<file path="config.mk">
export PLATFORM = sky130hd
export DESIGN_NAME = jpeg_block_decode_ctrl
export DESIGN_NICKNAME = d
export VERILOG_FILES = /design/src/rtl/jpeg_pkg.sv /design/src/rtl/jpeg_mag_extend.sv /design/src/rtl/jpeg_block_decode_ctrl.sv
export SDC_FILE = /design/constraint.sdc
export NUM_CORES = 1
export LEC_CHECK = 0
export BUFFER_PORTS_ARGS = -buffer_cell sky130_fd_sc_hd__clkbuf_2
export CAP_MARGIN = 40
export CORE_MARGIN = 3
export CORE_UTILIZATION = 61
export DETAILED_ROUTE_END_ITERATION = 10
export GPL_TIMING_DRIVEN = 0
export PLACE_DENSITY = 0.81
export SYNTH_ARGS = -nofsm -noshare
export SYNTH_HDL_FRONTEND = slang
export SYNTH_SLANG_ARGS = --single-unit
</file>
<file path="constraint.sdc">
create_clock -name clk -period 6.2 [get_ports clk]
set_input_delay 0.31 -clock clk [delete_from_list [all_inputs] [get_ports clk]]
set_output_delay 0.31 -clock clk [all_outputs]
set_load 0.005 [all_outputs]
</file>
<file path="src/rtl/jpeg_pkg.sv">
// jpeg_pkg: shared state encoding, symbol constants and table selects for the block decoder
package jpeg_pkg;
  typedef enum logic [2:0] {ST_IDLE, ST_LOAD, ST_FEED, ST_WAIT, ST_MAG, ST_EMIT, ST_DONE} state_t;
  localparam logic [7:0] SYM_EOB = 8'h00;
  localparam logic [7:0] SYM_ZRL = 8'hF0;
  localparam logic [3:0] MAX_DC_SIZE = 4'd11;
  localparam logic [6:0] BLK_LAST = 7'd63;
  localparam logic TBL_DC = 1'b0;
  localparam logic TBL_AC = 1'b1;
endpackage

</file>
<file path="src/rtl/jpeg_mag_extend.sv">
// jpeg_mag_extend: turns an S-bit JPEG magnitude field into a signed coefficient
module jpeg_mag_extend #(
  parameter int COEF_W = 16
) (
  input  logic [3:0]               s,
  input  logic [10:0]              mag,
  output logic signed [COEF_W-1:0] val
);
  logic [11:0] lim;
  logic        hi;
  logic [12:0] v;
  // a clear top bit means a negative value offset by 2^S-1
  always_comb begin
    lim = (12'd1 << s) - 12'd1;
    hi  = |({1'b0, mag} & (lim ^ (lim >> 1)));
    v   = hi ? {2'b0, mag} : {2'b0, mag} - {1'b0, lim};
    val = COEF_W'($signed(v));
  end
endmodule

</file>
<file path="src/rtl/jpeg_block_decode_ctrl.sv">
// jpeg_block_decode_ctrl: sequences entropy decoding of one 8x8 block around a Huffman decoder
module jpeg_block_decode_ctrl #(
  parameter int NUM_COMP = 3,
  parameter int COEF_W   = 16,
  parameter int HUFF_LAT = 2
) (
  input  logic                     clk,
  input  logic                     rst_n,
  input  logic                     blk_start,
  input  logic [1:0]               comp_id,
  input  logic                     pred_clr,
  input  logic                     bit_in,
  input  logic                     bit_valid,
  output logic                     bit_ready,
  output logic                     huff_enable,
  output logic                     huff_bit,
  output logic                     huff_bit_valid,
  output logic                     huff_tbl_load,
  output logic                     huff_tbl_sel,
  input  logic [7:0]               sym_in,
  input  logic                     sym_valid,
  output logic                     coef_valid,
  output logic [5:0]               coef_idx,
  output logic signed [COEF_W-1:0] coef_val,
  output logic                     blk_done,
  output logic                     blk_err
);
  import jpeg_pkg::*;
  localparam int WW = $clog2(HUFF_LAT + 1);
  state_t                   state_q, state_d;
  logic [1:0]               comp_q, comp_d;
  logic                     sel_q, sel_d, err_q, err_d;
  logic [6:0]               idx_q, idx_d, idx_r, idx_z;
  logic [3:0]               s_q, s_d, cnt_q, cnt_d;
  logic [10:0]              mag_q, mag_d;
  logic [WW-1:0]            wcnt_q, wcnt_d;
  logic signed [COEF_W-1:0] pred_q [NUM_COMP];
  logic signed [COEF_W-1:0] pred_d [NUM_COMP];
  logic signed [COEF_W-1:0] ext_val;

  jpeg_mag_extend #(.COEF_W(COEF_W)) u_ext (.s(s_q), .mag(mag_q), .val(ext_val));

  // next-state, datapath updates and per-state output strobes
  always_comb begin
    state_d = state_q;
    comp_d = comp_q;
    sel_d = sel_q;
    err_d = err_q;
    idx_d = idx_q;
    s_d = s_q;
    cnt_d = cnt_q;
    mag_d = mag_q;
    wcnt_d = wcnt_q;
    pred_d = pred_q;
    bit_ready = 1'b0;
    huff_enable = 1'b0;
    huff_bit = 1'b0;
    huff_bit_valid = 1'b0;
    huff_tbl_load = 1'b0;
    coef_valid = 1'b0;
    coef_idx = '0;
    coef_val = '0;
    blk_done = 1'b0;
    blk_err = 1'b0;
    idx_r = idx_q + {3'b0, sym_in[7:4]};
    idx_z = idx_q + 7'd16;
    case (state_q)
      ST_IDLE: begin
        if (pred_clr) for (int i = 0; i < NUM_COMP; i++) pred_d[i] = '0;
        if (blk_start) begin
          comp_d = comp_id;
          sel_d = TBL_DC;
          idx_d = '0;
          err_d = 1'b0;
          state_d = ST_LOAD;
        end
      end
      ST_LOAD: begin
        huff_tbl_load = 1'b1;
        state_d = ST_FEED;
      end
      ST_FEED: begin
        huff_enable = 1'b1;
        bit_ready = 1'b1;
        huff_bit_valid = bit_valid;
        huff_bit = bit_in & bit_valid;
        wcnt_d = '0;
        state_d = bit_valid ? ST_WAIT : ST_FEED;
      end
      ST_WAIT: begin
        huff_enable = 1'b1;
        wcnt_d = wcnt_q + 1'b1;
        if (sym_valid) begin
          s_d = sym_in[3:0];
          cnt_d = sym_in[3:0];
          mag_d = '0;
          if (sym_in[3:0] > MAX_DC_SIZE) begin
            err_d = 1'b1;
            state_d = ST_DONE;
          end else if (sel_q == TBL_DC) begin
            state_d = (sym_in[3:0] == 4'd0) ? ST_EMIT : ST_MAG;
          end else if (sym_in == SYM_EOB) begin
            state_d = ST_DONE;
          end else if (sym_in == SYM_ZRL) begin
            idx_d = idx_z;
            err_d = idx_z > BLK_LAST;
            state_d = (idx_z > BLK_LAST) ? ST_DONE : ST_FEED;
          end else begin
            idx_d = idx_r;
            err_d = idx_r > BLK_LAST;
            state_d = (idx_r > BLK_LAST) ? ST_DONE : (sym_in[3:0] == 4'd0) ? ST_EMIT : ST_MAG;
          end
        end else if (wcnt_q == WW'(HUFF_LAT - 1)) begin
          state_d = ST_FEED;
        end
      end
      ST_MAG: begin
        bit_ready = 1'b1;
        if (bit_valid) begin
          mag_d = {mag_q[9:0], bit_in};
          cnt_d = cnt_q - 4'd1;
          state_d = (cnt_q == 4'd1) ? ST_EMIT : ST_MAG;
        end
      end
      ST_EMIT: begin
        coef_valid = 1'b1;
        if (sel_q == TBL_DC) begin
          coef_val = pred_q[comp_q] + ext_val;
          pred_d[comp_q] = coef_val;
          idx_d = 7'd1;
          sel_d = TBL_AC;
          state_d = ST_LOAD;
        end else begin
          coef_val = ext_val;
          coef_idx = idx_q[5:0];
          idx_d = idx_q + 7'd1;
          state_d = (idx_q == BLK_LAST) ? ST_DONE : ST_FEED;
        end
      end
      ST_DONE: begin
        blk_done = 1'b1;
        blk_err = err_q;
        err_d = 1'b0;
        state_d = ST_IDLE;
      end
      default: state_d = ST_IDLE;
    endcase
  end

  assign huff_tbl_sel = sel_q;

  // state and datapath registers; reset also drops predictors and any partial magnitude
  always_ff @(posedge clk or negedge rst_n) begin
    if (!rst_n) begin
      state_q <= ST_IDLE;
      comp_q <= '0;
      sel_q <= TBL_DC;
      err_q <= 1'b0;
      idx_q <= '0;
      s_q <= '0;
      cnt_q <= '0;
      mag_q <= '0;
      wcnt_q <= '0;
      for (int i = 0; i < NUM_COMP; i++) pred_q[i] <= '0;
    end else begin
      state_q <= state_d;
      comp_q <= comp_d;
      sel_q <= sel_d;
      err_q <= err_d;
      idx_q <= idx_d;
      s_q <= s_d;
      cnt_q <= cnt_d;
      mag_q <= mag_d;
      wcnt_q <= wcnt_d;
      pred_q <= pred_d;
    end
  end
endmodule

</file>
# Word level (Yosys, flattened, before mapping)

Cells that the tools add are included.

Input bits: 17
Bits in registers: 83
Word-level logic and storage cells: 132

Bitwise gates (word level): 4
Equal/unequal tests: 21
Magnitude comparators: 5
Multiplexer cells: 61
Add/sub/neg operators: 8
Reductions and logical operators: 20
Shift-type cells: 1

Operator list:

| cell                                                | number |
|---|---|
| two-way mux 48 bit                                  | 2 |
| one-hot mux 48 bit (2 select lines)                 | 1 |
| two-way mux 16 bit                                  | 5 |
| two-way mux 7 bit                                   | 7 |
| bitwise mux 48 bit                                  | 1 |
| two-way mux 3 bit                                   | 11 |
| binary-select mux 16 bit (select 2 bit)             | 1 |
| demux 16 bit (select 2 bit)                         | 1 |
| two-way mux 11 bit                                  | 2 |
| one-hot mux 11 bit (2 select lines)                 | 1 |
| one-hot mux 7 bit (3 select lines)                  | 1 |
| one-hot mux 3 bit (6 select lines)                  | 1 |
| two-way mux 1 bit                                   | 17 |
| adder 16 x 13 -> 16 bit                             | 1 |
| inequality test 2 bit (second input constant)       | 8 |
| > comparator 7 x 6 -> 1 bit (second input constant) | 2 |
| two-way mux 13 bit                                  | 1 |
| subtractor 11 x 12 -> 13 bit                        | 1 |
| AND 11 x 12 -> 12 bit                               | 1 |
| two-way mux 6 bit                                   | 2 |
| OR reduction 12 bit                                 | 1 |
| << shifter 1 x 4 -> 12 bit (first input constant)   | 1 |
| subtractor 12 x 1 -> 12 bit (second input constant) | 1 |
| XOR 12 x 11 -> 12 bit                               | 1 |
| other kinds (35)                                    | 49 |

# Logic depth before layout (Yosys ltp)

Depth in word-level cells: 10
Mapped depth: 26

# Hierarchy

A second synthesis with hierarchy kept.

Cells, all modules: 793
Area total of the unflattened synthesis: 6,577.6 sq um

By module, submodules not included:

| module                 | cells each | sequential area each (sq um) | instances | area an instance (sq um) |
|---|---|---|---|---|
| jpeg_block_decode_ctrl | 608        | 2,077.0                      | 1         | 5,282.6 |
| jpeg_mag_extend        | 185        | 0.0                          | 1         | 1,295.0 |

# Worst setup path after synthesis

OpenSTA, ideal clock, no wires.

Path type: reg2out
From: register s_q[2]
To: output coef_val[15]
Slack: 397 ps
Data arrival time: 5,493 ps
Cell stages (with the launch flop): 27
Required time: 5,890 ps
Cells stage by stage: dfrtp_1 -> clkbuf_1 -> clkbuf_1 -> nor3_1 -> nand2b_1 -> ha_1 -> buf_2 -> xnor2_1 -> ha_1 -> nor2b_1 -> o31a_1 -> o31a_1 -> maj3_2 -> a2111o_1 -> and3_1 -> nor3_2 -> xor2_1 -> ha_1 -> and3_1 -> o2111ai_1 -> o211ai_1 -> a41o_1 -> a21oi_1 -> xor2_1 -> nor2_1 -> xnor2_1 -> nor2_1

Longest elaborated chain between the ends: 9
Elaborated cells between the ends (all ways): 10
Classes of those cells: add/sub (3); shift (1); mux (3); bitwise (2); reduce/logical (1)

RTL lines:

| item                                                                 | line                          | source |
|---|---|---|
| start, declared                                                      | jpeg_block_decode_ctrl.sv:34  | `logic [3:0] s_q, s_d, cnt_q, cnt_d;` |
| start signal, assigned                                               | jpeg_block_decode_ctrl.sv:160 | `s_q <= '0;` |
| start signal, assigned                                               | jpeg_block_decode_ctrl.sv:171 | `s_q <= s_d;` |
| << shifter 1 x 4 -> 12 bit (*)                                       | jpeg_mag_extend.sv:14         | `lim = (12'd1 << s) - 12'd1;` |
| subtractor 12 x 1 -> 12 bit (*)                                      | jpeg_mag_extend.sv:14         |  |
| branches (longest 3 deep; another with subtractor 11 x 12 -> 13 bit) | --                            |  |
| two-way mux 13 bit (*)                                               | jpeg_mag_extend.sv:16         | `v = hi ? {2'b0, mag} : {2'b0, mag} - {1'b0, lim};` |
| adder 16 x 13 -> 16 bit                                              | jpeg_block_decode_ctrl.sv:128 | `coef_val = pred_q[comp_q] + ext_val;` |
| two-way mux 16 bit (*)                                               | jpeg_block_decode_ctrl.sv:127 | `if (sel_q == TBL_DC) begin` |
| two-way mux 16 bit (*)                                               | jpeg_block_decode_ctrl.sv:67  | `case (state_q)` |
| end, declared                                                        | jpeg_block_decode_ctrl.sv:24  | `output logic signed [COEF_W-1:0] coef_val,` |

Every way passes the cells marked *.

# Worst setup path in the final report

Same ends and word-level chain as after synthesis.

==> qor.yml <==
synthesis:
  syn_nets: 804
  ys_seq_area_frac: 0.340
  ys_types: 69
  synth_ff_type: "dfrtp_1"
  synth_edf_count: 0
  syn_inst: 750
  syn_area_mm2: 0.00610
  async_reset_ff_frac: 1.00
  ys_warn_count: 0
  ys_ff_latch: 83
  syn_area_per_cell_um2: 8.14
sta:
  worst_pin_slew_ns: 0.715
  slew-limit-headroom: 0.511
  drv_slew: 0
  worst_slack_ns: -0.0796
  skew_ns: 0.0134
  fin_hold_ws_ns: 0.175
  setup_viol: 2
  hold_viol: 0
  rsz0062_at_grt: "yes"
  period_minus_slack_ns: 6.28
  max_freq_ghz: 0.159
  finalCritPeriodShare: 1.01
min_path:
  hold_path_class: "in2reg"
  hold_depth: 2
setup_path:
  cp-end-kind: "primary output"
  cp.required_ns: 5.89
  critPathArrivalTime_ns: 5.97
  criticalPathCategory: "reg2out"
  slowest_stage: "dfrtp_2"
  start_kind: "register"
  reg2reg_depth: 29
  path_max_fanout: 8
  crit_path_max_incr_delay_ns: 0.43
cells_and_area:
  final_common_cell: "dfrtp_1"
  multi_input_area_mm2: 0.00389
  final-seq-area_mm2: 0.00208
  fin_util: 0.755
  drive_gt1_frac: 0.164
  synthToLayoutAreaGrowth_pct: 17.0
  nets: 893
  n_fill_cell: 707
  mostFrequentLayoutCells: "dfrtp_1, nand2_1, o21ai_0"
  antenna_cells: 0
route:
  drt_iter0_drc: 681
  drc_errors: 0
  first_pass_iters: 8
  wl_per_cell_um: 19.0
  viasPerCell: 6.48
  num_vias: 6305
  wirelength_um: 18500
  ant_nets: 0
floorplan:
  die_w_um: 106
  row_count: 35
  core_area_mm2: 0.00946
  die_area_mm2: 0.0112
  io_pins: 48
  initial_core_util: 0.645
  die_y_um: 106
place:
  place_hpwl_um: 13100
  detailedPlace.worstSlack_ns: -0.491
  port_buffers: 47
  place.gp.congestion: 0.919
power_and_ir_drop:
  peakVddDrop_v: 0.000564
  power_density_mw_per_mm2: 643
  p_leak_nw: 3.30
clocking:
  cts.clk_slew.worst_paths_ns: 0.09
  cts_root_buf: "clkbuf_8"
  clockBufferDepth: 2
  tritoncts: "yes"
  clkLatencyLatePin_ns: 0.37
  cts_made_buffers: 9
  cts_max_level: 3
  cts_num_sinks: 83
run_status:
  status: "finished, violations left"
  failed_checks: "setup timing"
global_routing:
  grt_max_degree: 61
  grt_pass1_vias: 6019
  grt_antenna_before_repair: 0
  grtUsageTotal: 0.324
  grt_first_pass_wirelength_um: 29600
  gr-total-overflow: 0
flow_run:
  drv_cap: 0
## final timing paths
| check | startpoint | endpoint | slack [ns] |
|---|---|---|---|
| setup / recovery | s_q[2] | coef_val[15] | -0.08 |
| hold / removal | comp_id[0] | comp_q[0] | 0.18 |
| setup reg to reg | s_q[2] | pred_q[15] | 0 |
| hold reg to reg | err_q | err_q | 0.48 |
| max in group asynchronous | rst_n | pred_q[30] | 5.15 |
| min in group asynchronous | rst_n | mag_q[7] | 0.43 |
## where the power goes
| part | internal [mW] | switching (mW) | total [mW] | leakage (nW) |
|---|---|---|---|---|
| clock | 0.151 | 0.224 | 0.375 | 0.0852 |
| sequential | 0.737 | 0.150 | 0.887 | 1.11 |
| combinational | 1.39 | 1.95 | 3.33 | 2.10 |
## layer usage
layer | vias up | track usage | routed length [µm]
li1 | 2891 | - | -
met1 | 2995 | 0.433 | 7510
met2 | 363 | 0.514 | 8670
met3 | 56 | 0.0710 | 1780
met4 | 0 | 0.130 | 548
met5 | - | 0 | 0
## what timing repair did
action	in CTS	in global routing
setup endpoints to repair	11	9
hold endpoints to repair	23	0
pin swaps	6	18
hold buffers	1	0
gates resized for setup	24	24
buffers inserted	17	14
## kinds of logic after synthesis
logic type	after synthesis	share of synthesized area
simple gates	253	0.201
compound gates	240	0.237
flops	83	0.340
buf+inv	76	0.0476
fa+ha+maj	41	0.0863
xor+xnor	33	0.0473
mux	24	0.0404
## final cells by class
| class | instances | share of cell area |
|---|---|---|
| multi-input cells | 591 | 0.544 |
| flip-flops and latches | 83 | 0.291 |
| repair buffers | 80 | 0.0711 |
| plain buffers | 43 | 0.0299 |
| well taps | 129 | 0.0226 |
| clock buffers | 10 | 0.0179 |
| inverters | 31 | 0.0163 |
| clock inverters | 6 | 0.00683 |
## registers in the layout (all words and copies together) (netlist names)
| register | count |
|---|---|
| wcnt_q | 2 |
| comp_q | 2 |
| idx_q | 7 |
| err_q | 1 |
| s_q | 4 |
| cnt_q | 4 |
| mag_q | 11 |
| pred_q | 48 |
| state_q | 3 |
| huff_tbl_sel | 1 |
## metrics by stage
step,instances,cell area [µm²],power [mW],setup TNS [ns]
6_report,973,7140,4.59,-0.0804
3_5_place_dp,927,6530,3.50,-2.33
2_1_floorplan,750,6100,2.81,0
5_1_grt,973,7140,4.93,-1.35
4_1_cts,959,6920,4.20,0
3_3_place_gp,926,6500,3.37,-0.901
## Yosys cell counts (8+ instances only)
library cell,count,area share
nand2b_1,9,0.0092
and3_1,14,0.014
o21ai_0,70,0.057
inv_1,27,0.017
clkbuf_1,36,0.022
o21ai_1,46,0.038
ha_1,34,0.070
nor2_1,40,0.025
a21oi_1,41,0.034
a21o_1,8,0.0098
mux2i_1,19,0.031
dfrtp_1,83,0.34
nand3_1,56,0.046
nand2_1,80,0.049
xnor2_1,19,0.027
xor2_1,14,0.020
nor3_1,13,0.011
## worst max-delay path: cells and delay by family (launching register included)
family	cells	cell delay, ns
flip-flops	1	0.43
buffers and inverters	3	0.42
AO/OA/AOI/OAI	8	2.02
XOR/XNOR	4	0.73
AND/OR/NAND/NOR	7	0.89
adder cells (fa/ha/maj)	4	1.09
(Power assumes the default switching activity.)
